<file path="config.mk">
export PLATFORM = sky130hd
export DESIGN_NAME = scale_ctrl
export DESIGN_NICKNAME = d
export VERILOG_FILES = /design/src/rtl/scale_pkg.sv /design/src/rtl/skid_fifo.sv /design/src/rtl/scale_ctrl.sv
export SDC_FILE = /design/constraint.sdc
export NUM_CORES = 1
export LEC_CHECK = 0
export BUFFER_PORTS_ARGS = -buffer_cell sky130_fd_sc_hd__buf_4
export CORE_ASPECT_RATIO = 1.2
export CORE_MARGIN = 3
export CORE_UTILIZATION = 50
export DETAILED_ROUTE_END_ITERATION = 7
export PLACE_DENSITY = 0.68
export SLEW_MARGIN = 0
export SYNTH_ARGS = -nofsm -noshare
export SYNTH_HDL_FRONTEND = slang
export SYNTH_SLANG_ARGS = --single-unit
export TNS_END_PERCENT = 1
</file>
<file path="constraint.sdc">
create_clock -name clk_i -period 3.46 [get_ports clk_i]
set_clock_uncertainty 0.1 [all_clocks]
set_input_delay 0 -clock clk_i [delete_from_list [all_inputs] [get_ports clk_i]]
set_output_delay 0 -clock clk_i [all_outputs]
set_load 0.005 [all_outputs]
</file>
<file path="src/rtl/scale_pkg.sv">
// Shared types and default widths for the requantisation scale controller.
package scale_pkg;

  localparam int DEF_ACC_WIDTH  = 32;
  localparam int DEF_M0_WIDTH   = 32;
  localparam int DEF_N_CH       = 16;
  localparam int DEF_ROW_W      = 16;
  localparam int DEF_FIFO_DEPTH = 4;
  localparam int Q_WIDTH        = 8;

  typedef enum logic [1:0] {
    ST_IDLE  = 2'd0,
    ST_RUN   = 2'd1,
    ST_DRAIN = 2'd2
  } scale_state_e;

  // Index width that stays legal for a single-entry table.
  function automatic int addr_w(input int n);
    return (n > 1) ? $clog2(n) : 1;
  endfunction

endpackage

</file>
<file path="src/rtl/skid_fifo.sv">
// Small circular FIFO holding {q, last} results until the int8 sink takes them.
module skid_fifo #(
  parameter int WIDTH = 9,
  parameter int DEPTH = 4
) (
  input  logic                       clk_i,
  input  logic                       rst_ni,
  input  logic                       push_i,
  input  logic [WIDTH-1:0]           wdata_i,
  input  logic                       pop_i,
  output logic [WIDTH-1:0]           rdata_o,
  output logic [$clog2(DEPTH+1)-1:0] count_o
);

  localparam int PW = $clog2(DEPTH);
  localparam int CW = $clog2(DEPTH + 1);

  logic [WIDTH-1:0] mem_q [DEPTH];
  logic [PW-1:0]    wr_q, rd_q;
  logic [CW-1:0]    count_q;
  logic             do_push, do_pop;

  always_comb begin
    do_pop  = pop_i && (count_q != '0);
    do_push = push_i && ((count_q != CW'(DEPTH)) || do_pop);
    rdata_o = mem_q[rd_q];
    count_o = count_q;
  end

  always_ff @(posedge clk_i or negedge rst_ni) begin
    if (!rst_ni) begin
      for (int i = 0; i < DEPTH; i++) mem_q[i] <= '0;
      wr_q    <= '0;
      rd_q    <= '0;
      count_q <= '0;
    end else begin
      if (do_push) begin
        mem_q[wr_q] <= wdata_i;
        wr_q        <= (wr_q == PW'(DEPTH - 1)) ? '0 : wr_q + PW'(1);
      end
      if (do_pop) rd_q <= (rd_q == PW'(DEPTH - 1)) ? '0 : rd_q + PW'(1);
      case ({do_push, do_pop})
        2'b10:   count_q <= count_q + CW'(1);
        2'b01:   count_q <= count_q - CW'(1);
        default: count_q <= count_q;
      endcase
    end
  end

endmodule

</file>
<file path="src/rtl/scale_ctrl.sv">
// Feeds psums with their per-channel scale to an external 1-cycle datapath and
// buffers the int8 results for a backpressured downstream stream.
module scale_ctrl
  import scale_pkg::*;
#(
  parameter int ACC_WIDTH  = DEF_ACC_WIDTH,
  parameter int M0_WIDTH   = DEF_M0_WIDTH,
  parameter int N_CH       = DEF_N_CH,
  parameter int ROW_W      = DEF_ROW_W,
  parameter int FIFO_DEPTH = DEF_FIFO_DEPTH
) (
  input  logic                        clk_i,
  input  logic                        rst_ni,
  input  logic                        cfg_we_i,
  input  logic [addr_w(N_CH)-1:0]     cfg_addr_i,
  input  logic [M0_WIDTH-1:0]         cfg_m0_i,
  input  logic                        start_i,
  input  logic [ROW_W-1:0]            rows_i,
  output logic                        busy_o,
  output logic                        done_o,
  input  logic                        psum_valid_i,
  output logic                        psum_ready_o,
  input  logic [ACC_WIDTH-1:0]        psum_i,
  output logic [M0_WIDTH-1:0]         scale_o,
  output logic                        scale_valid_o,
  output logic [ACC_WIDTH-1:0]        sdata_o,
  output logic                        sdata_valid_o,
  input  logic                        q_valid_i,
  input  logic signed [Q_WIDTH-1:0]   q_i,
  output logic                        out_valid_o,
  input  logic                        out_ready_i,
  output logic [Q_WIDTH-1:0]          out_data_o,
  output logic                        out_last_o,
  output scale_state_e                state_o
);

  localparam int AW  = addr_w(N_CH);
  localparam int CW  = $clog2(FIFO_DEPTH + 1);
  localparam int CW1 = CW + 1;

  scale_state_e        state_q, state_d;
  logic [M0_WIDTH-1:0] scale_tab_q [N_CH];
  logic [AW-1:0]       ch_q;
  logic [ROW_W-1:0]    row_q, rows_q;
  logic                inflight_q, inflight_last_q, zero_done_q;
  logic [CW-1:0]       fifo_count;
  logic [Q_WIDTH:0]    fifo_head;
  logic                start_job, start_zero, accept, beat_last;
  logic                push, pop, drain_done;

  // Both streams transfer on a cycle where valid && ready; a source keeps its
  // beat stable until that cycle. Upstream credit counts the beat still in the
  // datapath so a full FIFO can always absorb it.
  always_comb begin
    start_job     = (state_q == ST_IDLE) && start_i && (rows_i != '0);
    start_zero    = (state_q == ST_IDLE) && start_i && (rows_i == '0);
    psum_ready_o  = (state_q == ST_RUN) &&
                    (({1'b0, fifo_count} + {{CW{1'b0}}, inflight_q}) < CW1'(FIFO_DEPTH));
    accept        = psum_valid_i && psum_ready_o;
    beat_last     = (row_q == rows_q - ROW_W'(1)) && (ch_q == AW'(N_CH - 1));
    sdata_valid_o = accept;
    scale_valid_o = accept;
    sdata_o       = accept ? psum_i : '0;
    scale_o       = accept ? scale_tab_q[ch_q] : '0;
    push          = q_valid_i && inflight_q;
    out_valid_o   = (fifo_count != '0);
    out_data_o    = out_valid_o ? fifo_head[Q_WIDTH:1] : '0;
    out_last_o    = out_valid_o && fifo_head[0];
    pop           = out_valid_o && out_ready_i;
    drain_done    = (state_q == ST_DRAIN) && pop && fifo_head[0];
    done_o        = zero_done_q || drain_done;
    busy_o        = (state_q != ST_IDLE);
    state_o       = state_q;
  end

  always_comb begin
    state_d = state_q;
    case (state_q)
      ST_IDLE:  if (start_job) state_d = ST_RUN;
      ST_RUN:   if (accept && beat_last) state_d = ST_DRAIN;
      ST_DRAIN: if (drain_done) state_d = ST_IDLE;
      default:  state_d = ST_IDLE;
    endcase
  end

  always_ff @(posedge clk_i or negedge rst_ni) begin
    if (!rst_ni) state_q <= ST_IDLE;
    else         state_q <= state_d;
  end

  always_ff @(posedge clk_i or negedge rst_ni) begin
    if (!rst_ni) begin
      ch_q            <= '0;
      row_q           <= '0;
      rows_q          <= '0;
      inflight_q      <= 1'b0;
      inflight_last_q <= 1'b0;
      zero_done_q     <= 1'b0;
    end else begin
      zero_done_q     <= start_zero;
      inflight_q      <= accept;
      inflight_last_q <= accept && beat_last;
      if (start_job) begin
        rows_q <= rows_i;
        ch_q   <= '0;
        row_q  <= '0;
      end else if (accept) begin
        if (ch_q == AW'(N_CH - 1)) begin
          ch_q  <= '0;
          row_q <= row_q + ROW_W'(1);
        end else begin
          ch_q  <= ch_q + AW'(1);
        end
      end
    end
  end

  // Scale table is only writable between jobs so a running job sees one set.
  always_ff @(posedge clk_i or negedge rst_ni) begin
    if (!rst_ni) begin
      for (int i = 0; i < N_CH; i++) scale_tab_q[i] <= '0;
    end else if (cfg_we_i && (state_q == ST_IDLE)) begin
      scale_tab_q[cfg_addr_i] <= cfg_m0_i;
    end
  end

  skid_fifo #(
    .WIDTH (Q_WIDTH + 1),
    .DEPTH (FIFO_DEPTH)
  ) u_fifo (
    .clk_i   (clk_i),
    .rst_ni  (rst_ni),
    .push_i  (push),
    .wdata_i ({q_i, inflight_last_q}),
    .pop_i   (pop),
    .rdata_o (fifo_head),
    .count_o (fifo_count)
  );

endmodule

</file>
==> run_results.csv <==
group,metric,value,unit
cells_and_area,layout-area-overhead-vs-synth,18.94,%
sta,min_period_over_period,95.38,%
clock_network,numCtsBuffers,59,
sta,rsz0062_at_grt,"false",
place,dpl.cell_count,2771,
synthesis,synth_flop_cell,"dfrtp_1",
global_routing,grt_pass1_vias,18900,
synthesis,synth_most_common_cell,"dfrtp_1",
worst_setup_path,end_kind,"output pin",
die,io_pins,180,
clock_network,cts_tree,"built",
place,hpwlAfterDp,40010,um
clock_network,post_cts_resize_count,0,
synthesis,ys_types,57,
synthesis,avgSynthCellArea,14.06,sq um
worst_setup_path,crit_fanout,32,
worst_setup_path,worstSetupPathType,"reg -> out",
worst_setup_path,cp-endpoint,"scale_o[0]",
synthesis,yosysSeqAreaShare,53.68,%
die,start_util,50.59,%
power_and_ir_drop,power_leakage,16.12,nW
cells_and_area,nets,2304,
job,maxCapViolCount,0,
worst_setup_path,critPathRequiredTime,3360,ps
clock_network,ctsHtreeMaxLevel,2,
power_and_ir_drop,vdd_ir_drop_max,0.5822,mV
power_and_ir_drop,powerDensity,574.5,nW/um^2
worst_setup_path,r2r_cells,8,
synthesis,synth_seq_cells,596,
sta,max_freq,0.3030,GHz
global_routing,antenna_found_initial,2,
die,placementRows,94,
sta,maxSlewHeadroom,44.68,%
route,ant_nets,0,
route,dr.first_iter.drc_count,1151,
hold_path,min-delay-start,"q_i[4]",
worst_setup_path,timing.rr.start,"rows_q[0]",
cells_and_area,final_layout_size_suffix_gt1_share,44.21,%
worst_setup_path,cp-start-kind,"flip-flop",
die,die_area,58450,sq um
route,dr.pass1.iters,5,
synthesis,async_flop_share,100.0,%
worst_setup_path,cpMaxStageDelayCell,"dfrtp_4",
place,place.gp.congestion,0.8534,
clock_network,cts_sinks,596,
synthesis,yosysWarnings,0,
worst_setup_path,crit_chain,"nand2_2 -> buf_12 -> o221ai_1 -> o22ai_1 -> a211oi_1 -> buf_4",
sta,worst_pin_slew,826.9,ps
synthesis,syn_area,27790,sq um
cells_and_area,finalInstanceArea,33050,sq um
synthesis,synth.area.top_cells,"dfrtp_1 (54%), mux2_2 (23%), mux4_2 (5.9%)",
status,status,"finished, final reports clean",
sta,setup_viol,0,
sta,whs,91.07,ps
clock_network,cts-root-buf,"clkbuf_16",
clock_network,clkTransAtPathRegs,60,ps
worst_setup_path,startpoint,"ch_q[1]",
synthesis,netlist_top_cells_count,"dfrtp_1 (596), mux2_2 (564), mux2i_1 (130)",
hold_path,holdPathStages,3,
clock_network,insertion_delay,620,ps
worst_setup_path,arrival,3200,ps
route,post_drt_wl_per_cell,23.68,um
global_routing,grt_first_pass_wirelength,110700,um
worst_setup_path,r2r_slack,290,ps
cells_and_area,utilization,60.17,%
route,drc,0,
sta,hold_viol_final,0,
global_routing,grt_max_degree,89,
hold_path,hp-class,"in -> reg",
global_routing,grt-ovfl-total,0,
synthesis,synth.top_cell.area_share,53.68,%
worst_setup_path,slowest_delay,600,ps
place,portBuffers,179,
die,coreArea,54930,sq um
route,wl,70230,um
sta,period_needed,3300,ps
synthesis,synth_top_cell_by_area,"dfrtp_1",
sta,drv_slew,0,
route,num_vias,17730,
global_routing,gr-usage-all-layers,24.02,%
clock_network,clock_path_buffers,3,
route,vias_per_cell,5.977,
synthesis,synth_edf_count,0,
die,die-height,264.2,um
synthesis,syn_inst,1976,
die,die_w,221.2,um
clock_network,post-cts-setup-buffer-count,0,
place,place_area,30170,sq um
synthesis,syn_nets,2085,
sta,fin_setup_tns,0,ps
worst_setup_path,reg2reg_to,"state_o[0]",
cells_and_area,layoutNonFillerInstCount,2966,
layer usage:
metal	GRT usage, %	wire length, um
met1	32.41	30550
met3	2.756	2657
met2	41.03	35110
met5	0	0
met4	7.608	1923
repair_timing:
action	4_1_cts	5_1_grt
endpoints found under the setup margin	0	0
hold buffers	83	0
hold endpoints to repair	1042	0
power breakdown:
part           internal [W]  total, W  switching [W]
Combinational       0.00204   0.00470        0.00266
Sequential          0.00727   0.00759       0.000320
Clock               0.00395   0.00670        0.00275
Total                0.0133    0.0190        0.00572
through the flow:
step | total power [W] | setup slack, ps
global route | 0.01980 | 43.49
detailed placement | 0.01235 | 298.6
CTS | 0.01916 | 152.4
finish | 0.01898 | 159.9
global placement | 0.01226 | 421.7
floorplan | 0.01054 | 619.1
cell type report:
class                      count  area [sq um]
inverter                      13         48.80
timing repair buffer         318          2845
fill                        4197         21880
clock buffer                  91          1728
clock inverter                19         292.8
multi-input combinational   1207         12300
antenna                        2         5.005
tap                          720         900.9
sequential                   596         14920
cells by family after synthesis:
logic type,after synthesis,share of synthesized area (%)
compound gates,166,4.562
xor+xnor,35,1.103
fa+ha+maj,10,0.4773
buf+inv,173,2.364
flops,596,53.68
mux,767,33.46
simple gates,229,4.359
registers in the layout, indices dropped and copies added, names as in the netlist:
signal           count
scale_tab_q        512
u_fifo.mem_q        36
row_q               16
rows_q              16
ch_q                 4
u_fifo.count_o       3
state_o              2
u_fifo.rd_q          2
u_fifo.wr_q          2
inflight_last_q      1
inflight_q           1
zero_done_q          1
cells in the final DEF (no fill, tap or decap), types with 19 or more instances in the layout:
cell type,count
dfrtp_1,592
mux2_2,564
buf_4,216
mux2i_1,130
dlygate4sd3_1,82
mux4_2,73
o221ai_1,64
nand2_1,60
clkbuf_16,60
and2_1,46
a211oi_1,35
o22ai_1,33
nor2_1,31
clkbuf_1,20
xor2_1,19
worst min-delay path by stage:
stage | slack (ps) | to
4_1_cts | 40 | u_fifo.mem_q[26]
3_3_place_gp | 8 | rows_q[12]
2_1_floorplan | -400 | ch_q[0]
6_report | 90 | u_fifo.mem_q[32]
3_5_place_dp | 20 | rows_q[12]
5_1_grt | 80 | u_fifo.mem_q[5]
worst max-delay path: cells and delay by family, from the launching register on:
family / cells / cell delay (ps)
buffers and inverters: 2 / 590
AO/OA/AOI/OAI: 3 / 940
flip-flops: 1 / 600
AND/OR/NAND/NOR: 1 / 440
Power figures use the tool's default switching activity.
